## config.mk

```make
export PLATFORM = sky130hd
export DESIGN_NAME = snow64_element_packer_flat
export DESIGN_NICKNAME = d
export VERILOG_FILES = /design/src/rtl/snow64_element_packer_if.sv /design/src/rtl/snow64_element_packer.sv /design/src/flat_wrapper.sv
export SDC_FILE = /design/constraint.sdc
export NUM_CORES = 1
export LEC_CHECK = 0
export ABC_AREA = 0
export ABC_CLOCK_PERIOD_IN_PS = 20100
export CAP_MARGIN = 0
export CORE_MARGIN = 2
export CORE_UTILIZATION = 44
export CTS_CLUSTER_SIZE = 10
export DETAILED_ROUTE_END_ITERATION = 12
export PLACE_DENSITY_LB_ADDON = 0.08
export SYNTH_ARGS = -nofsm -noshare
export SYNTH_HDL_FRONTEND = slang
export SYNTH_SLANG_ARGS = --single-unit
```

## constraint.sdc

```tcl
create_clock -name clk -period 20.1 [get_ports clk]
set_input_delay 2.01 -clock clk [delete_from_list [all_inputs] [get_ports clk]]
set_output_delay 2.01 -clock clk [all_outputs]
set_load 0.03 [all_outputs]
```

## src/rtl/snow64_element_packer_if.sv

```systemverilog
// Handshake bundle for the element packer: job start, scalar element input
// stream and packed 256-bit line output stream.
interface snow64_element_packer_if;
    logic         start;
    logic [1:0]   start_data_type;
    logic [1:0]   start_int_type_size;
    logic         busy;
    logic         err_bad_type;

    logic         in_valid;
    logic         in_ready;
    logic [63:0]  in_data;
    logic         in_last;

    logic         out_valid;
    logic         out_ready;
    logic [255:0] out_data;
    logic [5:0]   out_elem_count;
    logic         out_last;
    logic         out_overflow;

    // Requester side: issues jobs, supplies elements, consumes lines.
    modport master (
        output start, start_data_type, start_int_type_size,
        input  busy, err_bad_type,
        output in_valid, in_data, in_last,
        input  in_ready,
        input  out_valid, out_data, out_elem_count, out_last, out_overflow,
        output out_ready
    );

    // Packer side.
    modport slave (
        input  start, start_data_type, start_int_type_size,
        output busy, err_bad_type,
        input  in_valid, in_data, in_last,
        output in_ready,
        output out_valid, out_data, out_elem_count, out_last, out_overflow,
        input  out_ready
    );
endinterface

```

## src/rtl/snow64_element_packer.sv

```systemverilog
// Packs a stream of 64-bit scalar elements, truncated to the job's element
// width, into 256-bit lines. Tracks per-line truncation overflow and marks
// the line closed by in_last as the final one of the job.
module snow64_element_packer (
    input logic                   clk,
    input logic                   rst,
    snow64_element_packer_if.slave bus
);
    typedef enum logic [1:0] {
        Idle = 2'd0,
        Fill = 2'd1,
        Out  = 2'd2
    } state_t;

    localparam logic [1:0] TypeUnsgn = 2'd0;
    localparam logic [1:0] TypeSgn   = 2'd1;
    localparam logic [1:0] TypeBf16  = 2'd2;
    localparam logic [1:0] TypeRsvd  = 2'd3;

    state_t       state;
    logic [1:0]   dataType;
    logic [1:0]   intSize;
    logic [255:0] lineBuf;
    logic [5:0]   idx;
    logic         ovfFlag;
    logic         lastFlag;
    logic         errBadType;

    logic [1:0]   sizeSel;
    logic [5:0]   lanes;
    logic [5:0]   idxNext;
    logic [8:0]   bitOff;
    logic [63:0]  zext;
    logic [63:0]  sext;
    logic         elemOvf;
    logic         closeLine;
    logic [255:0] placed;

    // BFloat16 always packs as 16-bit lanes regardless of the latched size.
    assign sizeSel   = (dataType == TypeBf16) ? 2'd1 : intSize;
    assign lanes     = 6'd32 >> sizeSel;
    assign idxNext   = idx + 6'd1;
    assign closeLine = (idxNext == lanes) || bus.in_last;
    assign placed    = {192'b0, zext} << bitOff;

    // Truncate the incoming element and locate its lane within the line.
    always_comb begin
        // NOTE: every signal gets a default first so no path can infer a latch.
        zext   = bus.in_data;
        sext   = bus.in_data;
        bitOff = '0;
        unique case (sizeSel)
            2'd0: begin
                zext   = {56'b0, bus.in_data[7:0]};
                sext   = {{56{bus.in_data[7]}}, bus.in_data[7:0]};
                bitOff = {idx, 3'b000};
            end
            2'd1: begin
                zext   = {48'b0, bus.in_data[15:0]};
                sext   = {{48{bus.in_data[15]}}, bus.in_data[15:0]};
                bitOff = {idx[4:0], 4'b0000};
            end
            2'd2: begin
                zext   = {32'b0, bus.in_data[31:0]};
                sext   = {{32{bus.in_data[31]}}, bus.in_data[31:0]};
                bitOff = {idx[3:0], 5'b00000};
            end
            default: begin
                bitOff = {idx[2:0], 6'b000000};
            end
        endcase
    end

    // An element overflows when re-extending its kept bits does not give back
    // the full 64-bit input; BFloat16 is a bit-pattern copy and never does.
    always_comb begin
        elemOvf = 1'b0;
        if (dataType == TypeUnsgn)
            elemOvf = (zext != bus.in_data);
        else if (dataType == TypeSgn)
            elemOvf = (sext != bus.in_data);
    end

    // Job control, line accumulation and output holding.
    always_ff @(posedge clk or posedge rst) begin
        if (rst) begin
            // NOTE: the line buffer is reset too, so a stale partial line can
            // never leak into the next job and out_data reads zero in reset.
            state      <= Idle;
            dataType   <= '0;
            intSize    <= '0;
            lineBuf    <= '0;
            idx        <= '0;
            ovfFlag    <= 1'b0;
            lastFlag   <= 1'b0;
            errBadType <= 1'b0;
        end else begin
            // NOTE: non-blocking assignments keep every register update
            // reading the pre-edge values, independent of statement order.
            errBadType <= 1'b0;
            unique case (state)
                Idle: begin
                    if (bus.start) begin
                        if (bus.start_data_type == TypeRsvd) begin
                            errBadType <= 1'b1;
                        end else begin
                            dataType <= bus.start_data_type;
                            intSize  <= bus.start_int_type_size;
                            state    <= Fill;
                        end
                    end
                end
                Fill: begin
                    if (bus.in_valid) begin
                        lineBuf <= lineBuf | placed;
                        idx     <= idxNext;
                        ovfFlag <= ovfFlag | elemOvf;
                        if (closeLine) begin
                            lastFlag <= bus.in_last;
                            state    <= Out;
                        end
                    end
                end
                Out: begin
                    if (bus.out_ready) begin
                        lineBuf  <= '0;
                        idx      <= '0;
                        ovfFlag  <= 1'b0;
                        lastFlag <= 1'b0;
                        state    <= lastFlag ? Idle : Fill;
                    end
                end
                default: state <= Idle;
            endcase
        end
    end

    assign bus.busy           = (state != Idle);
    assign bus.err_bad_type   = errBadType;
    assign bus.in_ready       = (state == Fill);
    assign bus.out_valid      = (state == Out);
    assign bus.out_data       = lineBuf;
    assign bus.out_elem_count = idx;
    assign bus.out_last       = lastFlag;
    assign bus.out_overflow   = ovfFlag;
endmodule

```

## src/flat_wrapper.sv

```systemverilog
// flat-port wrapper written by rule: the top's interface ports become plain ports
module snow64_element_packer_flat 
  (clk, rst, bus_start, bus_start_data_type, bus_start_int_type_size, bus_busy, bus_err_bad_type, bus_in_valid, bus_in_data, bus_in_last, bus_in_ready, bus_out_valid, bus_out_data, bus_out_elem_count, bus_out_last, bus_out_overflow, bus_out_ready);
  snow64_element_packer_if bus_i ();
  input logic clk;
  input logic rst;
  input wire logic [$bits(bus_i.start)-1:0] bus_start;
  input wire logic [$bits(bus_i.start_data_type)-1:0] bus_start_data_type;
  input wire logic [$bits(bus_i.start_int_type_size)-1:0] bus_start_int_type_size;
  output wire logic [$bits(bus_i.busy)-1:0] bus_busy;
  output wire logic [$bits(bus_i.err_bad_type)-1:0] bus_err_bad_type;
  input wire logic [$bits(bus_i.in_valid)-1:0] bus_in_valid;
  input wire logic [$bits(bus_i.in_data)-1:0] bus_in_data;
  input wire logic [$bits(bus_i.in_last)-1:0] bus_in_last;
  output wire logic [$bits(bus_i.in_ready)-1:0] bus_in_ready;
  output wire logic [$bits(bus_i.out_valid)-1:0] bus_out_valid;
  output wire logic [$bits(bus_i.out_data)-1:0] bus_out_data;
  output wire logic [$bits(bus_i.out_elem_count)-1:0] bus_out_elem_count;
  output wire logic [$bits(bus_i.out_last)-1:0] bus_out_last;
  output wire logic [$bits(bus_i.out_overflow)-1:0] bus_out_overflow;
  input wire logic [$bits(bus_i.out_ready)-1:0] bus_out_ready;
  assign bus_i.start = bus_start;
  assign bus_i.start_data_type = bus_start_data_type;
  assign bus_i.start_int_type_size = bus_start_int_type_size;
  assign bus_busy = bus_i.busy;
  assign bus_err_bad_type = bus_i.err_bad_type;
  assign bus_i.in_valid = bus_in_valid;
  assign bus_i.in_data = bus_in_data;
  assign bus_i.in_last = bus_in_last;
  assign bus_in_ready = bus_i.in_ready;
  assign bus_out_valid = bus_i.out_valid;
  assign bus_out_data = bus_i.out_data;
  assign bus_out_elem_count = bus_i.out_elem_count;
  assign bus_out_last = bus_i.out_last;
  assign bus_out_overflow = bus_i.out_overflow;
  assign bus_i.out_ready = bus_out_ready;
  snow64_element_packer u_core (.clk(clk), .rst(rst), .bus(bus_i));
endmodule
```

==> flow_metrics.env, run 1 <==
export IMPL_vias=10100
export IMPL_drt_iter0_drc=1029
export IMPL_drive_above_1_share=0.0631
export IMPL_synth_compound_area_frac=0.251
export IMPL_yosys_area_share_adder=0.00108
export IMPL_clkTransAtPathRegs_ns=0.06
export IMPL_reg2reg_to="u_core.bus.out_data[39]"
export IMPL_fin_crit_ns=4.75
export IMPL_synthXorXnorAreaFrac=0.00726
export IMPL_p_total_mw=3.03
export IMPL_synth_largest_area_cell="dfrtp_1"
export IMPL_final_antenna_net_count=0
export IMPL_setup_viol=0
export IMPL_cts_htree_levels=1
export IMPL_rrSetupSlack_ns=16.48
export IMPL_min_to="u_core.bus.out_data[32]"
export IMPL_via_per_inst=6.07
export IMPL_start_kind="primary input"
export IMPL_rsz0062_at_grt="no"
export IMPL_worstHoldStart="u_core.bus.out_data[32]"
export IMPL_finClkSkew_ns=0.0120
export IMPL_power_leakage_nw=6.89
export IMPL_post_place_ws_ns=14.86
export IMPL_nets=1387
export IMPL_die_h_um=166
export IMPL_num_io_pins=342
export IMPL_cap_violations=0
export IMPL_wl_per_cell_um=25.3
export IMPL_synth_cell_types=64
export IMPL_grt_ovfl_total=0
export IMPL_cts_buffers=31
export IMPL_dp_cells=1614
export IMPL_cp_max_fo=90
export IMPL_postRouteWirelength_um=41900
export IMPL_status="finished clean"
export IMPL_syn_to_final_growth_pct=38.4
export IMPL_cts_root_buf="clkbuf_16"
export IMPL_grt_pass1_wl_um=62800
export IMPL_hpwl_um=30300
export IMPL_syn_inst=992
export IMPL_insertion_delay_ns=0.56
export IMPL_core_area_um2=25900
export IMPL_worst_setup_path_type="in2reg"
export IMPL_synthSimpleGateAreaFrac=0.116
export IMPL_rr_worst_depth=6
export IMPL_hold_path_depth=2
export IMPL_antenna_found_initial=11
export IMPL_r2r_start="u_core.dataType[0]"
export IMPL_syn_nets=1067
export IMPL_grt_usage=0.297
export IMPL_yosysWarnings=0
export IMPL_hold_class="reg2reg"
export IMPL_setup_ws_ns=15.35
export IMPL_crit_path_end_kind="register"
export IMPL_stdcell_area_um2=16000
export IMPL_tightest_slew_ns=1.24
export IMPL_routabilityCongestion=0.938
export IMPL_fmax_ghz=0.210
export IMPL_synth_edf_count=0
export IMPL_synth_seq_cells=271
export IMPL_synthTopCellsByArea="dfrtp_1 (59%), a22o_1 (15%), nand2_1 (4.2%), o21ai_0 (3.2%), a221o_1 (1.4%)"
export IMPL_syn_area_um2=11500
export IMPL_ctsLongestPathBuffers=3
export IMPL_yosysTopAreaCellShare=0.587
export IMPL_final_util=0.617
export IMPL_period_share=0.236
export IMPL_firstDrtPassIters=7
export IMPL_cts_setup_buffers=0
export IMPL_hold_ws_ns=0.479
export IMPL_async_reset_ff_frac=1.00
export IMPL_cp_data_arrival_time_ns=5.24
export IMPL_synthMuxAreaShare=0.00715
export IMPL_yosysSeqAreaShare=0.587
export IMPL_grt_max_degree=119
export IMPL_peakVddDrop_uv=86.6
export IMPL_drc=0
export IMPL_syn_avg_cell_area_um2=11.6
export IMPL_die_area_um2=27600
export IMPL_cp_required_ns=20.58
export IMPL_ctsHoldBuffers=0
export IMPL_grt_pass1_vias=9840
export IMPL_start_util=0.446
export IMPL_portBuffers=341
export IMPL_power_density_nw_per_um2=189
export IMPL_synth_top_family_by_area="compound AO/OA/AOI/OAI gates"
export IMPL_timing_final_max_slew_violations=0
export IMPL_finalHoldViolCount=0
export IMPL_place_area_um2=15200
export IMPL_synthFlopType="dfrtp_1"
export IMPL_fin_setup_tns_ns=0
export IMPL_die_width_um=166
export IMPL_cts_tree="done"
export IMPL_stdcell_count=1658
export IMPL_synth_common_cells="dfrtp_1 (271), a22o_1 (196), nand2_1 (128)"
export IMPL_slew_headroom=0.165
export IMPL_yosysMostFrequentCell="dfrtp_1"
export IMPL_cts_resized=0
export IMPL_rows=59
export IMPL_cts_sinks=271
critical path, cell delays in order:
cell and delay (ns):
clkdlybuf4s50_1 0.48, nand2_4 0.72, buf_4 0.83, nand2_1 0.43, nor2_1 0.25, a221o_1 0.29, a22o_1 0.18
logic make-up (layout without fill, tap and decap cells):
group	Yosys count	count (layout)
XOR/XNOR	8	8
other	0	7
buffers and inverters	72	396
AO/OA/AOI/OAI	372	372
AND/OR/NAND/NOR	260	260
multiplexers	8	8
flip-flops	271	271
adder cells (fa/ha/maj)	1	1
metal layers:
layer | wire, µm | global-route usage | up-vias
met2 | 19600 | 0.472 | 551
met4 | 1670 | 0.118 | 4
met1 | 16900 | 0.397 | 5015
met3 | 3630 | 0.0720 | 108
li1 | - | - | 4394
met5 | 27 | 0 | -
state kept, by name, indices dropped and copies added (netlist names):
register                   flops
u_core.bus.out_data          256
u_core.dataType                2
u_core.state                   2
u_core.bus.out_elem_count      6
u_core.intSize                 2
u_core.bus.out_overflow        1
u_core.bus.out_last            1
u_core.bus.err_bad_type        1
where the power goes:
group | internal (mW) | switching, mW | total, mW
combinational | 0.625 | 0.993 | 1.62
clock | 0.272 | 0.207 | 0.479
sequential | 0.758 | 0.172 | 0.930
how the worst max path moves through the flow:
| stage | slack (ns) | to | start | depth (start not counted) |
|---|---|---|---|---|
| global placement | 14.92 | u_core.bus.out_data[178] | bus_out_ready | 7 |
| global route | 15.16 | u_core.bus.out_data[52] | bus_out_ready | 7 |
| finish | 15.35 | u_core.bus.out_data[245] | bus_out_ready | 7 |
| detailed placement | 14.86 | u_core.bus.out_data[178] | bus_out_ready | 7 |
| floorplan | 10.62 | u_core.bus.err_bad_type | rst | 1 |
| CTS | 15.40 | u_core.bus.out_data[52] | bus_out_ready | 7 |
final cells by class:
class	count	area [µm²]
Fill cell	2165	9930
Sequential cell	271	6780
Multi-Input combinational cell	649	4430
Timing Repair Buffer	351	3490
Clock buffer	35	791
Tap cell	335	419
Inverter	8	37.5
Antenna cell	7	17.5
Clock inverter	2	16.3
cell usage in the layout (no fill, tap or decap), drive strengths merged, types with 2 or more instances in the layout:
master | netlist | routed
a21o | 2 | 2
or4 | 3 | 3
nand2 | 133 | 133
nand3 | 6 | 6
mux2i | 6 | 6
a22o | 196 | 196
nor3 | 8 | 8
a21oi | 8 | 8
nor4 | 19 | 19
a211o | 2 | 2
and2b | 2 | 2
dfrtp | 271 | 271
o21ai | 111 | 111
o21a | 2 | 2
and3 | 8 | 8
nand2b | 5 | 5
a21boi | 2 | 2
clkbuf | 39 | 35
a211oi | 3 | 3
a22oi | 13 | 13
xor2 | 2 | 2
a221oi | 2 | 2
o211ai | 3 | 3
nor2 | 45 | 45
mux2 | 2 | 2
a221o | 18 | 18
buf | 25 | 10
inv | 8 | 9
xnor2 | 5 | 5
clkdlybuf4s50 | 0 | 341
nor2b | 3 | 3
diode | 0 | 7
nand4 | 21 | 21
and2 | 4 | 4
o22ai | 3 | 3
No activity file was read; power rests on OpenSTA's default activity.
==> run 2, diff against run 1 <==
--- a/config.mk
+++ b/config.mk
@@ -6,10 +6,10 @@
 export NUM_CORES = 1
 export LEC_CHECK = 0
 export ABC_AREA = 0
-export ABC_CLOCK_PERIOD_IN_PS = 20100
+export ABC_CLOCK_PERIOD_IN_PS = 4200
 export CAP_MARGIN = 0
 export CORE_MARGIN = 2
-export CORE_UTILIZATION = 44
+export CORE_UTILIZATION = 43
 export CTS_CLUSTER_SIZE = 10
 export DETAILED_ROUTE_END_ITERATION = 12
 export PLACE_DENSITY_LB_ADDON = 0.08
==> constraint.sdc (replaced) <==
create_clock -name clk -period 4.2 [get_ports clk]
set_input_delay 0.42 -clock clk [delete_from_list [all_inputs] [get_ports clk]]
set_output_delay 0.42 -clock clk [all_outputs]
set_load 0.03 [all_outputs]
==> run 2 against run 1 <==
  * Non-clock buffer count up 5
  * Final cell count rose by 0.24%
  * Clock skew up 0.0020 ns
  * Largest power group unchanged
==> flow_metrics.env, run 2 (synthesis gave the netlist of run 1 again) <==
export IMPL_cts_htree_levels=1
export IMPL_clkTransAtPathRegs_ns=0.06
export IMPL_grt_usage=0.291
export IMPL_cap_violations=0
export IMPL_power_leakage_nw=6.92
export IMPL_slew_headroom=0.226
export IMPL_wl_per_cell_um=25.1
export IMPL_grt_ovfl_total=0
export IMPL_syn_to_final_growth_pct=39.0
export IMPL_final_antenna_net_count=0
export IMPL_hold_class="in2async"
export IMPL_peakVddDrop_uv=423
export IMPL_ctsLongestPathBuffers=3
export IMPL_largest_register_ffs=256
export IMPL_post_place_ws_ns=1.06
export IMPL_fin_crit_ns=3.22
export IMPL_setup_ws_ns=0.977
export IMPL_cts_setup_buffers=0
export IMPL_cts_buffers=31
export IMPL_worst_setup_path_type="reg2reg"
export IMPL_cp_data_arrival_time_ns=3.71
export IMPL_rsz0062_at_grt="no"
export IMPL_cts_sinks=271
export IMPL_tightest_slew_ns=1.15
export IMPL_postRouteWirelength_um=41700
export IMPL_start_kind="register"
export IMPL_num_io_pins=342
export IMPL_cts_tree="done"
export IMPL_die_area_um2=28200
export IMPL_final_common_cell="clkdlybuf4s50_1"
export IMPL_start_util=0.441
export IMPL_fmax_ghz=0.310
export IMPL_hpwl_um=30300
export IMPL_cp_max_fo=20
export IMPL_vias=10000
export IMPL_portBuffers=341
export IMPL_core_area_um2=26200
export IMPL_mostFrequentLayoutCells="clkdlybuf4s50_1 (341), dfrtp_1 (271), a22o_1 (196)"
export IMPL_setup_viol=0
export IMPL_routabilityCongestion=0.955
export IMPL_cts_root_buf="clkbuf_16"
export IMPL_drive_above_1_share=0.0659
export IMPL_drc=0
export IMPL_die_h_um=168
export IMPL_fill_cells=2170
export IMPL_status="finished clean"
export IMPL_stdcell_area_um2=16100
export IMPL_insertion_delay_ns=0.55
export IMPL_drt_iter0_drc=1025
export IMPL_cts_resized=0
export IMPL_power_density_nw_per_um2=905
export IMPL_antenna_found_initial=7
export IMPL_firstDrtPassIters=7
export IMPL_hold_ws_ns=0.338
export IMPL_nets=1392
export IMPL_final_util=0.613
export IMPL_grt_max_degree=120
export IMPL_via_per_inst=6.05
export IMPL_grt_pass1_vias=9763
export IMPL_period_share=0.767
export IMPL_cp_required_ns=4.68
export IMPL_timing_final_max_slew_violations=0
export IMPL_rows=59
export IMPL_place_area_um2=15200
export IMPL_finalHoldViolCount=0
export IMPL_crit_path_end_kind="register"
export IMPL_fin_setup_tns_ns=0
export IMPL_die_width_um=168
export IMPL_finClkSkew_ns=0.0140
export IMPL_grt_pass1_wl_um=62500
export IMPL_ctsHoldBuffers=0
-- run 2: cell count changes in the layout (fill, tap and decap cells not counted), sizes merged --
| cell | change |
|---|---|
| clkbuf | +1 |
| diode | -1 |
| inv | -2 |
| bufinv | +1 |
| buf | +5 |
-- run 2: routing by layer --
layer  GRT usage  up-vias  part of all wire  wire, µm
met1       0.395     5063              0.41     17200
met2       0.464      502              0.47     19600
met5           0        -           0.00031        13
li1            -     4401                 -         -
met4       0.102        2             0.034      1420
met3      0.0646       79             0.083      3450
-- run 2: worst paths after layout --
check / cells after the start / slack, ns / startpoint / end
max: 6 / 0.98 / u_core.dataType[0] / u_core.bus.out_data[166]
min: 2 / 0.34 / rst / u_core.bus.out_data[151]
max reg2reg: 6 / 0.98 / u_core.dataType[0] / u_core.bus.out_data[166]
min reg2reg: 2 / 0.48 / u_core.bus.out_data[139] / u_core.bus.out_data[139]
max in group asynchronous: 3 / 2.82 / rst / u_core.bus.out_data[35]
min in group clk: 3 / 0.47 / bus_start_data_type[0] / u_core.bus.err_bad_type
-- run 2: worst max-delay path, stage by stage (launching register included) --
cell      delay [ns]
dfrtp_1         0.44
and2b_1         0.69
nor2_2          0.17
a221oi_4        0.67
nand4_1         0.60
nor2_1          0.40
a22o_1          0.19
-- run 2: power by group --
part / internal (mW) / switching [mW]
logic: 3.01 / 4.75
clock network: 1.36 / 0.983
registers: 3.63 / 0.801
-- run 2: final cells by class --
class | count | area [µm²] | share of cell area
flip-flops and latches | 271 | 6780 | 0.422
multi-input cells | 649 | 4430 | 0.276
repair buffers | 356 | 3550 | 0.221
clock buffers | 36 | 795 | 0.0495
well taps | 335 | 419 | 0.0261
inverters | 8 | 33.8 | 0.00210
clock inverters | 1 | 30.0 | 0.00187
diodes | 6 | 15.0 | 0.000935
-- run 2: stage by stage --
stage | power [mW] | cells
after floorplan | 8.98 | 992
after global placement | 12.1 | 1619
after detailed placement | 12.2 | 1619
after CTS | 14.5 | 1656
after global routing | 15.2 | 1661
final | 14.5 | 1662
==> RTL change 1 (flow settings as in run 1) <==
Reset style: synchronous (`rst`), changed in one clocked block.
--- a/src/rtl/snow64_element_packer.sv
+++ b/src/rtl/snow64_element_packer.sv
@@ -82,7 +82,7 @@
     end
 
     // Job control, line accumulation and output holding.
-    always_ff @(posedge clk or posedge rst) begin
+    always_ff @(posedge clk) begin
         if (rst) begin
             // NOTE: the line buffer is reset too, so a stale partial line can
             // never leak into the next job and out_data reads zero in reset.
Formal check against the unedited RTL: differs if rst is asserted again (counterexample within 4 cycles, from zero or initial values and one cycle with rst high); with rst held inactive, the same outputs for 4 cycles.
==> RTL change 1 against run 1 <==
Wire length is 12% lower. Final area shrank 8.8%. Cell count rose by 1.5%. Area after synthesis down 11%. Sequential cell count is the same. Count of clock-buffer cells in the layout is 2 lower. Setup slack better by 0.41 ns. Largest cell class unchanged.
Power is not compared: it rests on default switching activity, and its combinational part moved more than twofold at a synthesized area within 25%.
==> RTL change 1: results (changes against run 1) <==
metric	value	unit	change
pre-CTS setup slack	15.21	ns	was 14.86 ns
Met2 Routed Length	16.76	mm	was 19.63 mm
CP max stage cell	nor3_4		was buf_4
vias	9612		was 10070
DP Wirelength	26.64	mm	was 30.28 mm
Pwr Density	80.15	nW/um2	
met2 usage	47.07	%	was 47.19%
fillers	1953		was 2165
Slew HR	24.32	%	was 16.46%
R2R Path End	u_core.bus.out_data[35]		was u_core.bus.out_data[39]
met3 Use GR	6.979	%	was 7.197%
Final nets	1439		was 1387
share of synthesized registers carrying an async set or reset	0	%	was 100.0%
vias in the first global route	8888		was 9840
Hold Crit Endpoint	u_core.bus.out_data[142]		was u_core.bus.out_data[32]
largest net degree at the start of global routing	226		was 119
post-cts resize count	0		unchanged
initial antenna violation count	3		was 11
syn nets	1128		was 1067
reg2reg start	u_core.intSize[0]		was u_core.dataType[0]
first-pass GRT wire length	54.71	mm	was 62.79 mm
Worst path max stage delay	0.82	ns	
GRT met1 Usage	38.54	%	was 39.70%
ys flop type	dfxtp_1		was dfrtp_1
top sig layer	met5		unchanged
Hold WS	0.4449	ns	was 0.4788 ns
layout cells sized above 1	5.340	%	was 6.307%
wire length per cell	21.97	um	was 25.27 um
DP Cell Count	1644		was 1614
Total GRT Usage	29.14	%	was 29.74%
crit-path max FO	40		was 90
run status	finished clean		unchanged
post-synthesis sequential area ratio	52.96	%	was 58.73%
r2r setup slk	16.70	ns	was 16.48 ns
WL met1	15.36	mm	was 16.94 mm
Avg Inst Size Synth	9.729	um2	was 11.64 um2
commonest cells in the netlist	dfxtp_1, a22o_1, nand2_1		was dfrtp_1, a22o_1, nand2_1
Final Non-Filler Cells	1683		was 1658
drt first-iter violations	899		was 1029
-- RTL change 1: cell types whose count changed in the layout (fill, tap and decap cells not counted), sizes merged, moves of 18 or more --
cell	delta
a21oi	+35
a221o	-18
a22o	-36
dfrtp	-271
dfxtp	+271
nand2	+25
nor2	+20
-- RTL change 1: cell families (layout without fill, tap and decap cells) --
group                    Yosys count  count (layout)  share of synthesized area (%)
AO/OA/AOI/OAI                    372             372                          26.33
XOR/XNOR                           8               8                         0.6840
adder cells (fa/ha/maj)            1               1                         0.1221
buffers and inverters             76             390                          3.981
flip-flops                       271             271                          52.96
multiplexers                       5               5                         0.4885
other                              0               3                              0
AND/OR/NAND/NOR                  320             320                          15.44
-- RTL change 1: cell type report --
class                           count  share of cell area [%]
Inverter                            7                  0.1974
Antenna cell                        3                 0.05150
Tap cell                          313                   2.686
Timing Repair Buffer              347                   23.81
Multi-Input combinational cell    706                   30.37
Clock inverter                      3                  0.3004
Sequential cell                   271                   37.22
Clock buffer                       33                   5.373
-- RTL change 1: stage by stage --
stage | util, % | instance area, um2
after floorplan | - | 10240
after global routing | 63.98 | 14570
after global placement | 60.34 | 13740
after CTS | 63.97 | 14570
final | 64.00 | 14580
after detailed placement | 60.34 | 13740
-- RTL change 1: worst max-delay path by stage --
stage              startpoint  slack (ns)  depth (start not counted)                 endpoint
6_report                  rst       15.76                          7  u_core.bus.out_data[35]
5_1_grt                   rst       15.65                          7  u_core.bus.out_data[35]
4_1_cts                   rst       15.76                          7  u_core.bus.out_data[35]
3_5_place_dp              rst       15.21                          7  u_core.bus.out_data[37]
3_3_place_gp              rst       15.29                          7  u_core.bus.out_data[39]
2_1_floorplan  bus_in_data[7]       16.64                          7  u_core.bus.out_overflow
==> RTL change 2 (flow settings as in run 1) <==
Without the edit above. Encoding of `state_t`: now one-hot (3 bits for 3 states).
--- a/src/rtl/snow64_element_packer.sv
+++ b/src/rtl/snow64_element_packer.sv
@@ -6,10 +6,10 @@
     input logic                   rst,
     snow64_element_packer_if.slave bus
 );
-    typedef enum logic [1:0] {
-        Idle = 2'd0,
-        Fill = 2'd1,
-        Out  = 2'd2
+    typedef enum logic [2:0] {
+        Idle = 3'b001,
+        Fill = 3'b010,
+        Out  = 3'b100
     } state_t;
 
     localparam logic [1:0] TypeUnsgn = 2'd0;
Function: same outputs for any inputs over 4 cycles, from zero or initial values and one cycle with rst high; so few cycles prove little.
==> RTL change 2 against run 1 <==
Clock power grew 3%. Critical path depth shrank 1. Wire length shrank 4.7%. Die area shrank 1.9%. Setup slack lost 0.26 ns. Hold slack lost 0.0022 ns. Area after synthesis shrank 2.0%. Final area shrank 1.3%. Sequential cell count grew 1. Sequential share of layout area grew 0.74 points. Sequential power shrank 2.6%. Total power shrank 8.6%.
==> RTL change 2: results (changes against run 1) <==
metric	value	unit	change
Worst-Margin Slew	1.225	ns	was 1.240 ns
CP max stage cell	buf_4		unchanged
Total GRT Usage	29.17	%	was 29.74%
multi-input combinational area share	26.35	%	was 27.71%
met3 Use GR	3.893	%	was 7.197%
synth unique cells	61		was 64
Synth Area in Adders	0.1105	%	was 0.1084%
crit-path max FO	103		was 90
GRT met1 Usage	42.40	%	was 39.70%
Met2 Routed Length	18.84	mm	was 19.63 mm
Flop pwr share	32.7	%	was 30.7%
initial antenna violation count	8		was 11
drt first-iter violations	1068		was 1029
sw power	0.001208	W	was 0.001372 W
clock skew	0.01521	ns	was 0.01203 ns
layout cells sized above 1	4.228	%	was 6.307%
DP Cell Count	1630		was 1614
met2 usage	44.60	%	was 47.19%
Clock Sinks	272		was 271
multi-input gate count	672		was 649
first-pass GRT wire length	59.08	mm	was 62.79 mm
Non-clock buffer share	22.17	%	was 21.83%
antenna cells	8		was 7
Worst path max stage delay	0.85	ns	was 0.83 ns
largest net degree at the start of global routing	125		was 119
top sig layer	met4		was met5
Hold Crit Class	flip-flop to flip-flop		unchanged
post-synthesis sequential area ratio	60.13	%	was 58.73%
met3 WL post-DR	3.126	mm	was 3.631 mm
Avg Vias per Cell	5.905		was 6.075
commonest cells in the netlist	dfrtp_1, a22o_1, nand2_1		unchanged
area fraction in compound gates after synthesis	24.06	%	was 25.09%
run status	finished clean		unchanged
pre-CTS setup slack	14.54	ns	was 14.86 ns
CLK BUF	47		was 35
WL met1	16.63	mm	was 16.94 mm
vias in the first global route	9416		was 9840
syn nets	1102		was 1067
dpl cell area	14890	um2	was 15150 um2
CP Data Arrival Time	5.49	ns	was 5.24 ns
Area Overhead vs Synth	39.28	%	was 38.38%
Non-clock buffers	352		was 351
sequential share of cell area	43.18	%	was 42.44%
Lkg Pwr	6.766	nW	was 6.886 nW
Final Non-Filler Cells	1686		was 1658
RD Place Congestion	0.9599		was 0.9380
Synth Area in XOR/XNOR	0.5416	%	was 0.7260%
Final nets	1408		was 1387
invs w/o clock	4		was 8
mux contribution to synthesized area	0.2984	%	was 0.7151%
power share of the clock group	17.8	%	was 15.8%
fillers	2113		was 2165
clock network contribution to total cell area	5.420	%	was 5.050%
DIE AREA	27030	um2	was 27560 um2
Synth area leaders	dfrtp_1, a22o_1, o21ai_0		was dfrtp_1, a22o_1, nand2_1
Avg Inst Size Synth	11.02	um2	was 11.64 um2
total routed wirelength	39.91	mm	was 41.90 mm
[RTL change 2: changes by cell type after synthesis, sizes merged, moves of 8 or more]
cell / change
nand3: +9
o21ai: +21
a22o: -27
nand2: +21
a221o: -17
clkbuf: +13
o31a: +8
a22oi: +10
[RTL change 2: path summary, 6_finish.rpt]
path	from	endpoint	slack (ns)	cells past startpoint
max in group asynchronous	rst	u_core.bus.out_data[33]	16.45	3
hold reg to reg	u_core.bus.out_data[6]	u_core.bus.out_data[6]	0.48	2
setup reg to reg	u_core.state[0]	u_core.bus.out_data[90]	16.29	6
min in group asynchronous	rst	u_core.bus.out_data[39]	2.03	2
hold / removal	u_core.bus.out_data[6]	u_core.bus.out_data[6]	0.48	2
setup / recovery	bus_out_ready	u_core.bus.out_data[90]	15.09	6
[RTL change 2: metrics by stage]
stage / hold WS, ns / utilization [%]
after global routing: 0.4994 / 62.44
after floorplan: 0.4985 / -
after detailed placement: 0.4693 / 58.97
after CTS: 0.4812 / 62.36
final: 0.4766 / 62.44
after global placement: 0.4609 / 58.97
